[src/rtl/add_sub_rs.sv]
// add_sub_rs: reservation station for the add/subtract execution unit.
//
// Holds up to ENTRIES dispatched operations until op1, op2 and the carry
// operand are all present, snooping the CDB for missing values, then issues
// the oldest ready operation through a single registered issue stage.
//
// Ports:
//   clk, rst                  clock, synchronous active-high reset
//   disp_*                    dispatch request, operands with valid/tag, decode
//   disp_ready                a free entry exists (registered state only)
//   cdb_valid/tag/data/ca     result broadcast bus
//   issue_valid/issue_ready   issue handshake
//   issue_rs_id               source entry index, zero-extended
//   issue_result_reg_addr     destination GPR
//   issue_op1/op2/carry_in    operand values
//   issue_control             operation decode
//   count                     occupied entries

package add_sub_pkg;
   typedef struct packed {
      logic subtract;
      logic use_carry;
      logic invert_carry;
   } add_sub_decode_t;
endpackage

module add_sub_rs
   import add_sub_pkg::*;
#(
   parameter int ENTRIES     = 4,
   parameter int TAG_WIDTH   = 5,
   parameter int RS_ID_WIDTH = 5
) (
   input  logic                       clk,
   input  logic                       rst,
   input  logic                       disp_valid,
   output logic                       disp_ready,
   input  logic [4:0]                 disp_result_reg_addr,
   input  add_sub_decode_t            disp_control,
   input  logic [31:0]                disp_op1,
   input  logic [31:0]                disp_op2,
   input  logic                       disp_op1_valid,
   input  logic                       disp_op2_valid,
   input  logic [TAG_WIDTH-1:0]       disp_op1_tag,
   input  logic [TAG_WIDTH-1:0]       disp_op2_tag,
   input  logic                       disp_ca,
   input  logic                       disp_ca_valid,
   input  logic [TAG_WIDTH-1:0]       disp_ca_tag,
   input  logic                       cdb_valid,
   input  logic [TAG_WIDTH-1:0]       cdb_tag,
   input  logic [31:0]                cdb_data,
   input  logic                       cdb_ca,
   output logic                       issue_valid,
   input  logic                       issue_ready,
   output logic [RS_ID_WIDTH-1:0]     issue_rs_id,
   output logic [4:0]                 issue_result_reg_addr,
   output logic [31:0]                issue_op1,
   output logic [31:0]                issue_op2,
   output logic                       issue_carry_in,
   output add_sub_decode_t            issue_control,
   output logic [$clog2(ENTRIES+1)-1:0] count
);

   localparam int IDX_W = $clog2(ENTRIES);
   localparam int CNT_W = $clog2(ENTRIES+1);

   // Entry storage
   logic [ENTRIES-1:0]   busy;
   logic [ENTRIES-1:0]   op1_v;
   logic [ENTRIES-1:0]   op2_v;
   logic [ENTRIES-1:0]   ca_v;
   logic [4:0]           rd_q     [ENTRIES];
   add_sub_decode_t      ctrl_q   [ENTRIES];
   logic [31:0]          op1_q    [ENTRIES];
   logic [31:0]          op2_q    [ENTRIES];
   logic                 ca_q     [ENTRIES];
   logic [TAG_WIDTH-1:0] op1_tag_q[ENTRIES];
   logic [TAG_WIDTH-1:0] op2_tag_q[ENTRIES];
   logic [TAG_WIDTH-1:0] ca_tag_q [ENTRIES];

   // older[i][j] set: entry i was written before entry j
   logic [ENTRIES-1:0]   older    [ENTRIES];

   logic [CNT_W-1:0]     count_q;

   logic [ENTRIES-1:0]   ready;
   logic [ENTRIES-1:0]   sel_vec;
   logic [IDX_W-1:0]     sel_idx;
   logic [IDX_W-1:0]     free_idx;
   logic                 free_found;
   logic                 any_ready;
   logic                 do_disp;
   logic                 load;
   logic                 do_issue;

   // Dispatch operands after same-cycle CDB bypass
   logic                 d_op1_v;
   logic                 d_op2_v;
   logic                 d_ca_v;
   logic [31:0]          d_op1;
   logic [31:0]          d_op2;
   logic                 d_ca;

   assign disp_ready = (count_q < CNT_W'(ENTRIES));
   assign count      = count_q;
   assign ready      = busy & op1_v & op2_v & ca_v;
   assign any_ready  = |ready;
   assign do_disp    = disp_valid && disp_ready;
   assign load       = !issue_valid || issue_ready;
   assign do_issue   = load && any_ready;

   assign d_op1_v = disp_op1_valid || (cdb_valid && (cdb_tag == disp_op1_tag));
   assign d_op2_v = disp_op2_valid || (cdb_valid && (cdb_tag == disp_op2_tag));
   assign d_ca_v  = disp_ca_valid  || (cdb_valid && (cdb_tag == disp_ca_tag));
   assign d_op1   = disp_op1_valid ? disp_op1 : cdb_data;
   assign d_op2   = disp_op2_valid ? disp_op2 : cdb_data;
   assign d_ca    = disp_ca_valid  ? disp_ca  : cdb_ca;

   // An entry is selected when no other ready entry is older; the age
   // matrix is a total order over busy entries so at most one bit is set.
   always_comb begin
      sel_vec = '0;
      for (int unsigned i = 0; i < ENTRIES; i++) begin
         logic blocked;
         blocked = 1'b0;
         for (int unsigned j = 0; j < ENTRIES; j++) begin
            if (ready[j] && older[j][i]) blocked = 1'b1;
         end
         sel_vec[i] = ready[i] && !blocked;
      end
   end

   always_comb begin
      sel_idx    = '0;
      free_idx   = '0;
      free_found = 1'b0;
      for (int unsigned i = 0; i < ENTRIES; i++) begin
         if (sel_vec[i]) sel_idx = IDX_W'(i);
      end
      for (int unsigned i = 0; i < ENTRIES; i++) begin
         if (!busy[i] && !free_found) begin
            free_idx   = IDX_W'(i);
            free_found = 1'b1;
         end
      end
   end

   always_ff @(posedge clk) begin
      if (rst) begin
         busy                  <= '0;
         op1_v                 <= '0;
         op2_v                 <= '0;
         ca_v                  <= '0;
         for (int unsigned i = 0; i < ENTRIES; i++) older[i] <= '0;
         count_q               <= '0;
         issue_valid           <= 1'b0;
         issue_rs_id           <= '0;
         issue_result_reg_addr <= '0;
         issue_op1             <= '0;
         issue_op2             <= '0;
         issue_carry_in        <= 1'b0;
         issue_control         <= '0;
      end else begin
         // Wakeup only touches busy entries, so it never collides with the
         // dispatch write (which targets a non-busy slot).
         if (cdb_valid) begin
            for (int unsigned i = 0; i < ENTRIES; i++) begin
               if (busy[i] && !op1_v[i] && (op1_tag_q[i] == cdb_tag)) begin
                  op1_q[i] <= cdb_data;
                  op1_v[i] <= 1'b1;
               end
               if (busy[i] && !op2_v[i] && (op2_tag_q[i] == cdb_tag)) begin
                  op2_q[i] <= cdb_data;
                  op2_v[i] <= 1'b1;
               end
               if (busy[i] && !ca_v[i] && (ca_tag_q[i] == cdb_tag)) begin
                  ca_q[i] <= cdb_ca;
                  ca_v[i] <= 1'b1;
               end
            end
         end

         if (do_issue) begin
            busy[sel_idx]         <= 1'b0;
            issue_valid           <= 1'b1;
            issue_rs_id           <= RS_ID_WIDTH'(sel_idx);
            issue_result_reg_addr <= rd_q[sel_idx];
            issue_op1             <= op1_q[sel_idx];
            issue_op2             <= op2_q[sel_idx];
            issue_carry_in        <= ca_q[sel_idx];
            issue_control         <= ctrl_q[sel_idx];
         end else if (load) begin
            issue_valid           <= 1'b0;
         end

         if (do_disp) begin
            busy[free_idx]      <= 1'b1;
            rd_q[free_idx]      <= disp_result_reg_addr;
            ctrl_q[free_idx]    <= disp_control;
            op1_q[free_idx]     <= d_op1;
            op2_q[free_idx]     <= d_op2;
            ca_q[free_idx]      <= d_ca;
            op1_v[free_idx]     <= d_op1_v;
            op2_v[free_idx]     <= d_op2_v;
            ca_v[free_idx]      <= d_ca_v;
            op1_tag_q[free_idx] <= disp_op1_tag;
            op2_tag_q[free_idx] <= disp_op2_tag;
            ca_tag_q[free_idx]  <= disp_ca_tag;
            // New entry is older than nobody and younger than every busy one.
            // busy[free_idx] is 0, so the diagonal bit stays clear.
            older[free_idx]     <= '0;
            for (int unsigned j = 0; j < ENTRIES; j++) begin
               older[j][free_idx] <= busy[j];
            end
         end

         count_q <= count_q + CNT_W'(do_disp) - CNT_W'(do_issue);
      end
   end

endmodule

[config.mk]
export PLATFORM = sky130hd
export DESIGN_NAME = add_sub_rs
export DESIGN_NICKNAME = d
export VERILOG_FILES = /design/src/rtl/add_sub_rs.sv
export SDC_FILE = /design/constraint.sdc
export NUM_CORES = 1
export LEC_CHECK = 0
export ABC_CLOCK_PERIOD_IN_PS = 4330
export CAP_MARGIN = 10
export CORE_UTILIZATION = 46
export DETAILED_ROUTE_END_ITERATION = 12
export MAX_ROUTING_LAYER = met4
export PLACE_DENSITY = 0.69
export SLEW_MARGIN = 20
export SYNTH_ARGS = -nofsm -noshare
export SYNTH_HDL_FRONTEND = slang
export SYNTH_SLANG_ARGS = --single-unit
[constraint.sdc]
create_clock -name clk -period 4.33 [get_ports clk]
set_input_delay 0.433 -clock clk [delete_from_list [all_inputs] [get_ports clk]]
set_output_delay 0.433 -clock clk [all_outputs]
set_load 0.02 [all_outputs]
==> Yosys cells after proc, flatten, opt, wreduce, memory -nomap -nowiden <==
Memories as Yosys holds them, arrays and structs flattened. A register that Yosys moved wholly into a read port is not among the register bits.
Index checks and enable logic that the tools add are counted.
{ "totals": {"ff_bits": 22, "ramBits": 368, "inputBits": 134, "output_inout_bits": 83, "wordCells": 315, "memories": 9} }
{ "classes": {"n_addsub": 2, "magnitude_cmp": 5, "n_eq_ne": 19, "mux": 127, "bitwise": 70, "n_reduce_logical": 76} }
{ "memory_table": {"columns": ["memory", "depth", "width", "rd", "rd_clocked_by_memory_dff", "wr", "line", "text"], "rows": [
  ["op1_q", 4, 32, 1, 1, 5, "74", "logic [31:0] op1_q [ENTRIES];"],
  ["op2_q", 4, 32, 1, 1, 5, "75", "logic [31:0] op2_q [ENTRIES];"],
  ["ca_tag_q", 4, 5, 4, 0, 1, "79", "logic [TAG_WIDTH-1:0] ca_tag_q [ENTRIES];"],
  ["op1_tag_q", 4, 5, 4, 0, 1, "77", "logic [TAG_WIDTH-1:0] op1_tag_q[ENTRIES];"],
  ["op2_tag_q", 4, 5, 4, 0, 1, "78", "logic [TAG_WIDTH-1:0] op2_tag_q[ENTRIES];"],
  ["rd_q", 4, 5, 1, 1, 1, "72", "logic [4:0] rd_q [ENTRIES];"],
  ["3 more memories", null, null, null, null, null, null, null]
]} }
{ "ops": {"columns": ["op", "count"], "rows": [
  ["$mux 1", 103],
  ["$eq 5x5->1", 15],
  ["$mux 32", 2],
  ["$mux 4", 13],
  ["$logic_and 1x1->1", 49],
  ["$and 1x1->1", 32],
  ["$logic_not 1->1", 21],
  ["$and 4x4->4", 4],
  ["$not 1->1", 16],
  ["$or 1x1->1", 16],
  ["$bwmux 4", 3],
  ["$eq 2x2->1 const B", 4],
  ["$mux 2", 4],
  ["$lt 2x3->1 const B", 2],
  ["$demux 1 s2", 2],
  ["$ge 2x1->1 const B", 2],
  ["$logic_or 1x1->1", 4],
  ["$not 4->4", 1],
  ["$or 4x4->4", 1],
  ["$reduce_or 4->1", 1],
  ["$add 3x1->3", 1],
  ["$lt 3x3->1 const B", 1],
  ["$sub 3x1->3", 1],
  ["$reduce_bool 2->1", 1]
]} }

==> Longest topological paths before layout <==
Gate-level depths: netlist (run 1).
{ "depth": {"ltp_word": 23, "ltp_mapped": 12, "ltp_nobuf": 9} }

==> Least setup slack after synthesis (run 1) <==
Ideal clock, no wire load.
{ "synth_path": {"kind": "input-to-reg", "startpoint": "in cdb_tag[4]", "endpoint": "mem op1_q[1][0] (enable)", "setup_time_ps": 421, "arrival_time_ps": 3181, "required_ps": 3909, "setup_slack_ps": 728, "cell_stages": 7, "path_buffers": 2, "cell_sequence": "clkbuf_1 -> buf_1 -> xnor2_1 -> nand4_1 -> nor4_1 -> nor2_1 -> nor2_1"} }
{ "synth_rtl": {"columns": ["element", "line", "text"], "rows": [
  ["from (decl)", "50", "input logic [TAG_WIDTH-1:0] cdb_tag,"],
  ["to (decl)", "74", null]
]} }

==> Worst setup path in the final report (run 1) <==
{ "layout_path": {"startpoint": "reg busy[2]", "endpoint": "reg issue_op2[25] (read register of op2_q)"} }
{ "layout_between": {"elab_chain_cells": 11, "elab_cells_between_ends": 23, "cone_classes": "9 x mux; 3 x bitwise; 11 x reduce/logical"} }
{ "layout_lines": {"columns": ["element", "line", "text"], "rows": [
  ["from (decl)", "68", "logic [ENTRIES-1:0] busy;"],
  ["from (signal assigned)", "150", "busy <= '0;"],
  ["from (signal, indexed assignment)", "184", "busy[sel_idx] <= 1'b0;"],
  ["from (signal, indexed assignment)", "197", "busy[free_idx] <= 1'b1;"],
  ["$and 4x4->4 (*) (3 in series)", "106", "assign ready = busy & op1_v & op2_v & ca_v;"],
  ["$logic_and 1x1->1", "127", "if (ready[j] && older[j][i]) blocked = 1'b1;"],
  ["$mux 1 (2 in series)", "127", null],
  ["$logic_not 1->1", "129", "sel_vec[i] = ready[i] && !blocked;"],
  ["$logic_and 1x1->1", "129", null],
  ["$mux 1", "138", "if (sel_vec[i]) sel_idx = IDX_W'(i);"],
  ["$mux 2 (2 in series)", "138", null],
  ["to (decl)", "58", "output logic [31:0] issue_op2,"]
]} }
Mark *: on every way between the ends. The rest lies on a longest branch, timed or not.
A chain may end at the register's enable or synchronous reset.

==> results.json, run 1 <==
{
  "outcome": "finished, final reports clean",
  "synthesis.area_um2": 21000,
  "p_per_area_nw_per_um2": 402,
  "final_area_um2": 25400,
  "arrival_ns": 3.80,
  "crit_type": "flop to flop",
  "fin_skew_ns": 0.0339,
  "ir_drop_mv": 0.273,
  "routed_via_density": 6.29,
  "fin_util_pct": 56.1,
  "cts_resized": 0,
  "hold_path_class": "flop to flop",
  "synthCells": 1580,
  "post-dp-hpwl_mm": 35.7,
  "first_global_vias": 14700,
  "synth_edf_count": 352,
  "critPathMaxFanout": 74,
  "critPathCapture": "issue_op2[25]",
  "syn_to_final_growth_pct": 20.8,
  "rows": 78,
  "num_vias": 15000,
  "endpoint_kind": "flop",
  "fp.dieArea_um2": 46600,
  "p_int_w": 0.00787,
  "synthArstFlopShare_pct": 0,
  "grt_pass1_wl_mm": 92.0,
  "die_w_um": 216,
  "hold_viol": 0,
  "grt.overflow.total": 0,
  "holdPathStages": 2,
  "cts_setup_buffers": 0,
  "drtIter0Drc": 1744,
  "drv_slew": 0,
  "period_share_pct": 77.6,
  "multi_input_area_um2": 7780,
  "power_switching_share_pct": 23.1,
  "clkPwrFrac_pct": 41.1,
  "cts_tree": "built",
  "yosys.area.top_type": "edfxtp_1",
  "clk_path_buf_depth": 3,
  "rr_endpoint": "issue_op2[25]",
  "critPathRequiredTime_ns": 4.76,
  "startpoint": "busy[2]",
  "clk_latency_ns": 0.60,
  "drv_cap": 0,
  "r2r-start": "busy[2]",
  "combPwrFrac_pct": 9.6,
  "finalPower_w": 0.0102,
  "leakagePower_nw": 8.09,
  "synthFlopType": "edfxtp_1",
  "routed_wl_mm": 61.1,
  "synth_top_area_share_pct": 50.2,
  "final_nets": 1874,
  "setup_tns_ns": 0,
  "fillCellCount": 3711,
  "die_y_um": 216,
  "core_area_um2": 45300,
  "ys_top_cells_by_count": "edfxtp_1, mux2_2, nand4_1",
  "drive_above_1_share_pct": 26.4,
  "gp_congestion": 0.874,
  "rsz0062_at_grt": "no",
  "fmax_mhz": 298,
  "antenna_found_initial": 2,
  "drc": 0,
  "synth.area.top_cells": "edfxtp_1, mux2_2, dfxtp_1",
  "h-tree-depth": 2,
  "syn_area_per_cell_um2": 13.3,
  "max_slew_margin_pct": 22.4,
  "synth-seq-cells": 459,
  "grt_use_total_pct": 26.8,
  "grt_max_degree": 77,
  "cts_root_buf": "clkbuf_16",
  "holdBufCountCts": 0,
  "start_util_pct": 46.5,
  "ys_types": 52,
  "yosys_warnings": 0,
  "tightest_slew_ns": 1.16,
  "dr.pass1.iters": 7,
  "p_seq_share_pct": 49.3,
  "clk_pin_slew_worst_paths_ns": 0.06,
  "wl_per_cell_um": 25.7,
  "ant_nets": 0,
  "worst_setup_path_start_kind": "flop",
  "p_sw_w": 0.00236,
  "finalSetupViolCount": 0,
  "min_period_ns": 3.36,
  "yosysSeqAreaShare_pct": 60.4,
  "ff2ff_path_depth": 6,
  "cts_buffers": 47,
  "place_area_um2": 23800,
  "num_io_pins": 217,
  "io_buffers": 213,
  "synth_most_common_cell": "edfxtp_1",
  "r2r_setup_slack_ns": 0.97,
  "register_area_um2": 12700,
  "cts_sinks": 459
}
==> cell families after synthesis <==
group	synth area share, %
flops	60.4
xor+xnor	3.20
buf+inv	3.44
other cells	0.0178
fa+ha+maj	0.214
mux	14.0
compound gates	10.1
simple gates	8.63
==> worst max-delay path: stages (launching register included) <==
cell and delay, ns:
dfxtp_1 0.38, and4_1 0.27, a22oi_2 0.29, buf_4 0.79, nand2_4 0.78, a31oi_1 0.50
o311ai_1 0.14
==> per-stage QoR <==
step | hold WS, ns | cells | setup slack (ns)
after floorplan | 0.434 | 1582 | 0.728
after global placement | 0.449 | 2288 | 0.953
after global routing | 0.494 | 2377 | 0.830
after CTS | 0.466 | 2375 | 0.967
after detailed placement | 0.457 | 2288 | 0.949
final | 0.466 | 2377 | 0.969
==> flip-flops by register name (all words and copies together) (netlist names), 20 cells and up <==
signal	cells
ca_tag_q	20
op1_tag_q	20
op2_q	128
op2_tag_q	20
rd_q	20
issue_op2	32
op1_q	128
issue_op1	32
==> worst min-delay path by stage <==
stage                          from                  endpoint  slack (ns)
floorplan                   ca_v[0]                   ca_v[0]        0.43
global placement           op1_v[0]                  op1_v[0]        0.45
detailed placement         op1_v[0]                  op1_v[0]        0.46
CTS                        op1_v[0]                  op1_v[0]        0.47
global route        disp_control[2]              ctrl_q[3][2]        0.49
finish                   rd_q[1][0]  issue_result_reg_addr[0]        0.47
==> metal layers <==
layer | vias to the layer above | track usage, % | wire (um) | share of wire (%)
met5 | - | - | 0 | 0
met3 | 104 | 4.31 | 4750 | 7.8
li1 | 6584 | - | - | -
met2 | 736 | 42.6 | 29500 | 48
met1 | 7527 | 35.2 | 25200 | 41
met4 | 0 | 8.12 | 1610 | 2.6
==> area by class of cell <==
type,count,share of cell area (%)
sequential,459,50.0
multi-input combinational,961,30.6
timing repair buffer,258,10.0
clock buffer,64,5.12
tap,600,2.95
clock inverter,23,1.15
inverter,10,0.148
antenna,2,0.0197
==> power by group through the flow <==
stage               Sequential (W)  Combinational, W  Clock (W)
floorplan                  0.00514          0.000495          0
global placement           0.00513          0.000953          0
detailed placement         0.00513          0.000976          0
CTS                        0.00504          0.000981    0.00425
global route               0.00505           0.00105    0.00442
finish                     0.00504          0.000982    0.00421
==> placed cells by master (no fill, tap or decap), types with 9 or more instances in the layout <==
cell type,Yosys,routed
edfxtp_1,352,352
mux2_2,253,253
clkdlybuf4s50_1,0,212
nand4_1,149,149
dfxtp_1,107,107
nor2_1,110,95
a31oi_1,73,73
a31o_2,67,67
o311ai_1,67,67
xnor2_1,53,53
clkbuf_16,0,48
buf_4,14,40
xor2_1,24,24
nand2_1,20,16
nor3_1,17,16
nand3_1,13,13
nor4_1,13,13
nor2_4,0,12
clkbuf_1,70,12
a21oi_1,14,11
a211oi_1,10,10
inv_1,10,9
(Power assumes the default switching activity.)
==> run 2: changes to the inputs <==
ABC_CLOCK_PERIOD_IN_PS = 3200   (was 4330)
clock period = 3.2 ns   (was 4.33 ns; I/O delays follow)
==> run 2 against run 1 <==
  * Total power is 34% higher
  * Setup slack worse by 0.57 ns
  * First-iteration DRC count is 3.1% lower
  * Register-to-register slack worse by 0.57 ns
  * Worst hold slack worse by 0.17 ns
  * Count of clock-buffer cells in the layout is 12 higher
  * Cell area is 1.4% higher
  * Routed wire length is 1.6% higher
  * Critical path type unchanged
  * Highest routed layer unchanged
==> results.json, run 2 (same netlist as run 1, synthesis figures left out) <==
{
  "wl_per_cell_um": 25.8,
  "num_io_pins": 217,
  "die_w_um": 216,
  "num_vias": 15000,
  "clk_pin_slew_worst_paths_ns": 0.06,
  "cts_buffers": 49,
  "fmax_mhz": 357,
  "drv_cap": 0,
  "slowest_stage": "o41ai_4",
  "ant_nets": 0,
  "r2r_setup_slack_ns": 0.40,
  "holdBufCountCts": 0,
  "crit_type": "flop to flop",
  "drive_above_1_share_pct": 27.4,
  "path_cells": "and4_1 > o41ai_4 > clkinv_2 > ha_1 > inv_1 > ha_1 > fa_1 > xnor2_1 > nor2_1",
  "hold_viol": 0,
  "fp.dieArea_um2": 46600,
  "routed_wl_mm": 62.1,
  "final_area_um2": 25800,
  "grt_max_degree": 101,
  "ir_drop_mv": 0.397,
  "grt_pass1_wl_mm": 93.6,
  "worst_setup_path_start_kind": "flop",
  "first_global_vias": 15200,
  "rows": 78,
  "endpoint_kind": "flop",
  "leakagePower_nw": 8.26,
  "drv_slew": 0,
  "rsz0062_at_grt": "no",
  "core_area_um2": 45300,
  "largest_registers": "op1_q: 128 flops, op2_q: 128 flops",
  "max_stage_delay_ns": 0.63,
  "gp_congestion": 0.870,
  "place_area_um2": 24200,
  "io_buffers": 213,
  "max_slew_margin_pct": 23.8,
  "critPathMaxFanout": 9,
  "cts_setup_buffers": 0,
  "arrival_ns": 3.24,
  "hold_path_class": "input port to flop",
  "routed_via_density": 6.24,
  "setup_tns_ns": 0,
  "post-dp-hpwl_mm": 37.0,
  "cts_resized": 0,
  "h-tree-depth": 2,
  "hold_ws_ns": 0.297,
  "final_nets": 1901,
  "period_share_pct": 87.5,
  "antenna_found_initial": 1,
  "clk_latency_ns": 0.59,
  "critPathRequiredTime_ns": 3.64,
  "layout_commonest_cell": "edfxtp_1",
  "cts_tree": "built",
  "final_cell_mix": "edfxtp_1, mux2_2, clkdlybuf4s50_1",
  "tightest_slew_ns": 1.14,
  "cts_root_buf": "clkbuf_16",
  "fillCellCount": 3722,
  "grt.overflow.total": 0,
  "dr.pass1.iters": 8,
  "grt_use_total_pct": 27.3,
  "finalSetupViolCount": 0,
  "start_util_pct": 46.5,
  "min_period_ns": 2.80,
  "p_per_area_nw_per_um2": 533,
  "cts_sinks": 459,
  "drtIter0Drc": 1690,
  "syn_to_final_growth_pct": 22.4,
  "clk_path_buf_depth": 3,
  "die_y_um": 216,
  "finalPower_w": 0.0137,
  "cpMostUsedCell": "ha_1",
  "fin_skew_ns": 0.0226,
  "outcome": "finished, final reports clean",
  "drc": 0
}
run 2: changes by cell type in the layout (fill, tap and decap cells not counted), sizes merged:
cell	previous run	this run
diode	2	1
clkinvlp	1	0
bufinv	6	2
buf	46	71
clkinv	16	12
clkbuf	64	76
inv	10	11
run 2: critical path: cells and delay by family, from the launching register on:
kind / cells / cell delay [ns]
AO/OA/AOI/OAI: 1 / 0.63
flip-flops: 1 / 0.40
adder cells (fa/ha/maj): 3 / 0.92
AND/OR/NAND/NOR: 2 / 0.34
XOR/XNOR: 1 / 0.17
buffers and inverters: 2 / 0.20
run 2: power by group:
group	leakage, nW	total (W)	internal (W)	switching, W
Combinational	3.43	0.00137	0.000620	0.000748
Clock	0.765	0.00554	0.00320	0.00234
Sequential	4.06	0.00682	0.00672	0.000108
run 2: area by class of cell:
cell class	instances	area (um2)	area share [%]
timing repair buffer	283	2930	11.4
inverter	10	38.8	0.151
antenna	1	2.50	0.00971
multi-input combinational	961	7790	30.2
tap	600	751	2.91
clock inverter	15	130	0.505
sequential	459	12700	49.3
clock buffer	76	1420	5.50
run 2: per-stage QoR:
| step | instances | setup WS, ns | utilization [%] |
|---|---|---|---|
| 2_1_floorplan | 1582 | 0.228 | - |
| 3_3_place_gp | 2313 | 0.328 | 53.5 |
| 3_5_place_dp | 2313 | 0.336 | 53.5 |
| 4_1_cts | 2404 | 0.423 | 56.9 |
| 5_1_grt | 2405 | 0.286 | 56.9 |
| 6_report | 2405 | 0.400 | 56.9 |
run 2: per-layer routing:
metal	up-vias	global-route usage, %	share of wire (%)
met3	127	4.17	7.8
met2	765	43.5	48
li1	6636	-	-
met5	-	-	0
met4	0	9.72	3.2
met1	7488	35.5	41
run 2: final timing paths:
kind              cells after the start  startpoint        to
setup reg to reg                      9     busy[3]  count[2]
hold / removal                        2         rst  count[2]
setup / recovery                      9     busy[3]  count[2]
hold reg to reg                       2    op2_v[0]  op2_v[0]
==> run 3: changes to the inputs <==
CORE_UTILIZATION = 57   (was 46)
PLACE_DENSITY = 0.82   (was 0.69)
==> run 3 against run 2 <==
  * Count of clock-buffer cells in the layout grew 1
  * Global-route usage up 5.0 points
  * Non-clock buffer count down 6
  * Utilization is 13 points higher
  * Combinational power hardly changed
  * Final cell count is 5.9% lower
==> results.json, run 3 (same netlist as run 1, synthesis figures left out) <==
{
  "first_global_vias": 15600,
  "gp_congestion": 0.856,
  "drc": 0,
  "power_switching_share_pct": 23.1,
  "critPathMaxFanout": 67,
  "fp.dieArea_um2": 37700,
  "syn_to_final_growth_pct": 20.6,
  "hold_viol": 0,
  "cts_sinks": 459,
  "p_per_area_nw_per_um2": 520,
  "fin_ws_ns": 0.490,
  "post-dp-hpwl_mm": 36.3,
  "arrival_ns": 3.15,
  "num_io_pins": 217,
  "final_nets": 1892,
  "drv_cap": 0,
  "cts_root_buf": "clkbuf_16",
  "clk_pin_slew_worst_paths_ns": 0.06,
  "max_slew_margin_pct": 29.6,
  "crit_type": "flop to flop",
  "p_sw_w": 0.00305,
  "clk_path_buf_depth": 3,
  "drtIter0Drc": 1611,
  "routed_via_density": 6.79,
  "ir_drop_mv": 0.395,
  "start_util_pct": 57.8,
  "routed_wl_mm": 59.7,
  "io_buffers": 213,
  "fillCellCount": 2475,
  "wl_per_cell_um": 26.4,
  "tightest_slew_ns": 1.06,
  "grt_use_total_pct": 32.3,
  "p_seq_share_pct": 51.7,
  "finalSetupViolCount": 0,
  "die_y_um": 194,
  "largest_registers": "op1_q: 128 flops, op2_q: 128 flops",
  "clk_latency_ns": 0.55,
  "clkPwrFrac_pct": 37.9,
  "grt.overflow.total": 0,
  "critPathBufInv": 1,
  "critPathRequiredTime_ns": 3.64,
  "setup_tns_ns": 0,
  "place_ws_ns": 0.286,
  "cts_tree": "built",
  "fin_skew_ns": 0.0216,
  "drv_slew": 0,
  "rows": 70,
  "period_share_pct": 84.7,
  "min_period_ns": 2.71,
  "dr.pass1.iters": 7,
  "final_cell_mix": "edfxtp_1, mux2_2, clkdlybuf4s50_1",
  "slowest_stage": "buf_4",
  "endpoint_kind": "flop",
  "layout_commonest_cell": "edfxtp_1",
  "num_vias": 15400,
  "holdBufCountCts": 0,
  "antenna_found_initial": 3,
  "ant_nets": 0,
  "hold_path_class": "input port to flop",
  "die_w_um": 194,
  "path_cells": "and4_1 > a22oi_1 > nand2_2 > buf_4 > nand4_1 > o311ai_1",
  "leakagePower_nw": 8.12,
  "max_stage_delay_ns": 0.77,
  "cts_buffers": 46,
  "worst_setup_path_start_kind": "flop",
  "cp_top_family": "simple AND/OR/NAND/NOR gates",
  "cts_resized": 0,
  "core_area_um2": 36400,
  "drive_above_1_share_pct": 26.5,
  "h-tree-depth": 2,
  "outcome": "finished, final reports clean",
  "p_int_w": 0.0102,
  "rsz0062_at_grt": "no",
  "combPwrFrac_pct": 10.4,
  "grt_max_degree": 100,
  "fmax_mhz": 369,
  "cts_setup_buffers": 0,
  "grt_pass1_wl_mm": 90.7
}
[run 3: changes by cell type in the layout (fill, tap and decap cells not counted)]
cell       before  now
buf_4          49   43
bufinv_16       2    0
clkbuf_1       18   26
clkbuf_16      49   47
clkbuf_8        9    4
clkinv_1        2    3
clkinv_2       10    5
diode_2         1    3
inv_6           2    1
nand2_2         4    5
nand2_4         2    1
[run 3: path summary, 6_finish.rpt]
path,startpoint,to,slack (ns),cells past startpoint
worst min-delay path,rst,issue_op1[26],0.28,2
worst min register to register,older[2][2],older[2][2],0.48,1
worst max register to register,busy[2],issue_result_reg_addr[1],0.49,6
worst max-delay path,busy[2],issue_result_reg_addr[1],0.49,6
[run 3: layout make-up]
type                       count  area, um2  area share [%]
antenna                        3       7.51          0.0296
clock buffer                  77       1330            5.24
clock inverter                 8       40.0           0.158
inverter                      10       38.8           0.153
multi-input combinational    961       7780            30.7
sequential                   459      12700            50.1
tap                          468        586            2.31
timing repair buffer         277       2890            11.4
[run 3: power by group through the flow]
stage	sequential, W	combinational [W]	clock [W]
3_5_place_dp	0.00694	0.00135	0
2_1_floorplan	0.00695	0.000674	0
4_1_cts	0.00682	0.00136	0.00503
5_1_grt	0.00684	0.00145	0.00528
6_report	0.00682	0.00137	0.00501
3_3_place_gp	0.00694	0.00130	0
[run 3: routing by layer]
layer	part of all wire (%)	track usage, %
met3	10	7.34
met1	38	39.8
met2	49	51.9
met5	0	-
met4	3.1	12.6
[run 3: through the flow]
step	util, %	power, W	hold slack, ns	area [um2]	cells
finish	69.7	0.0132	0.284	25400	2263
global route	69.7	0.0136	0.266	25400	2263
CTS	69.6	0.0132	0.252	25400	2260
detailed placement	65.9	0.00829	0.466	24000	2175
global placement	65.9	0.00824	0.449	24000	2175
floorplan	-	0.00762	0.419	21100	1582
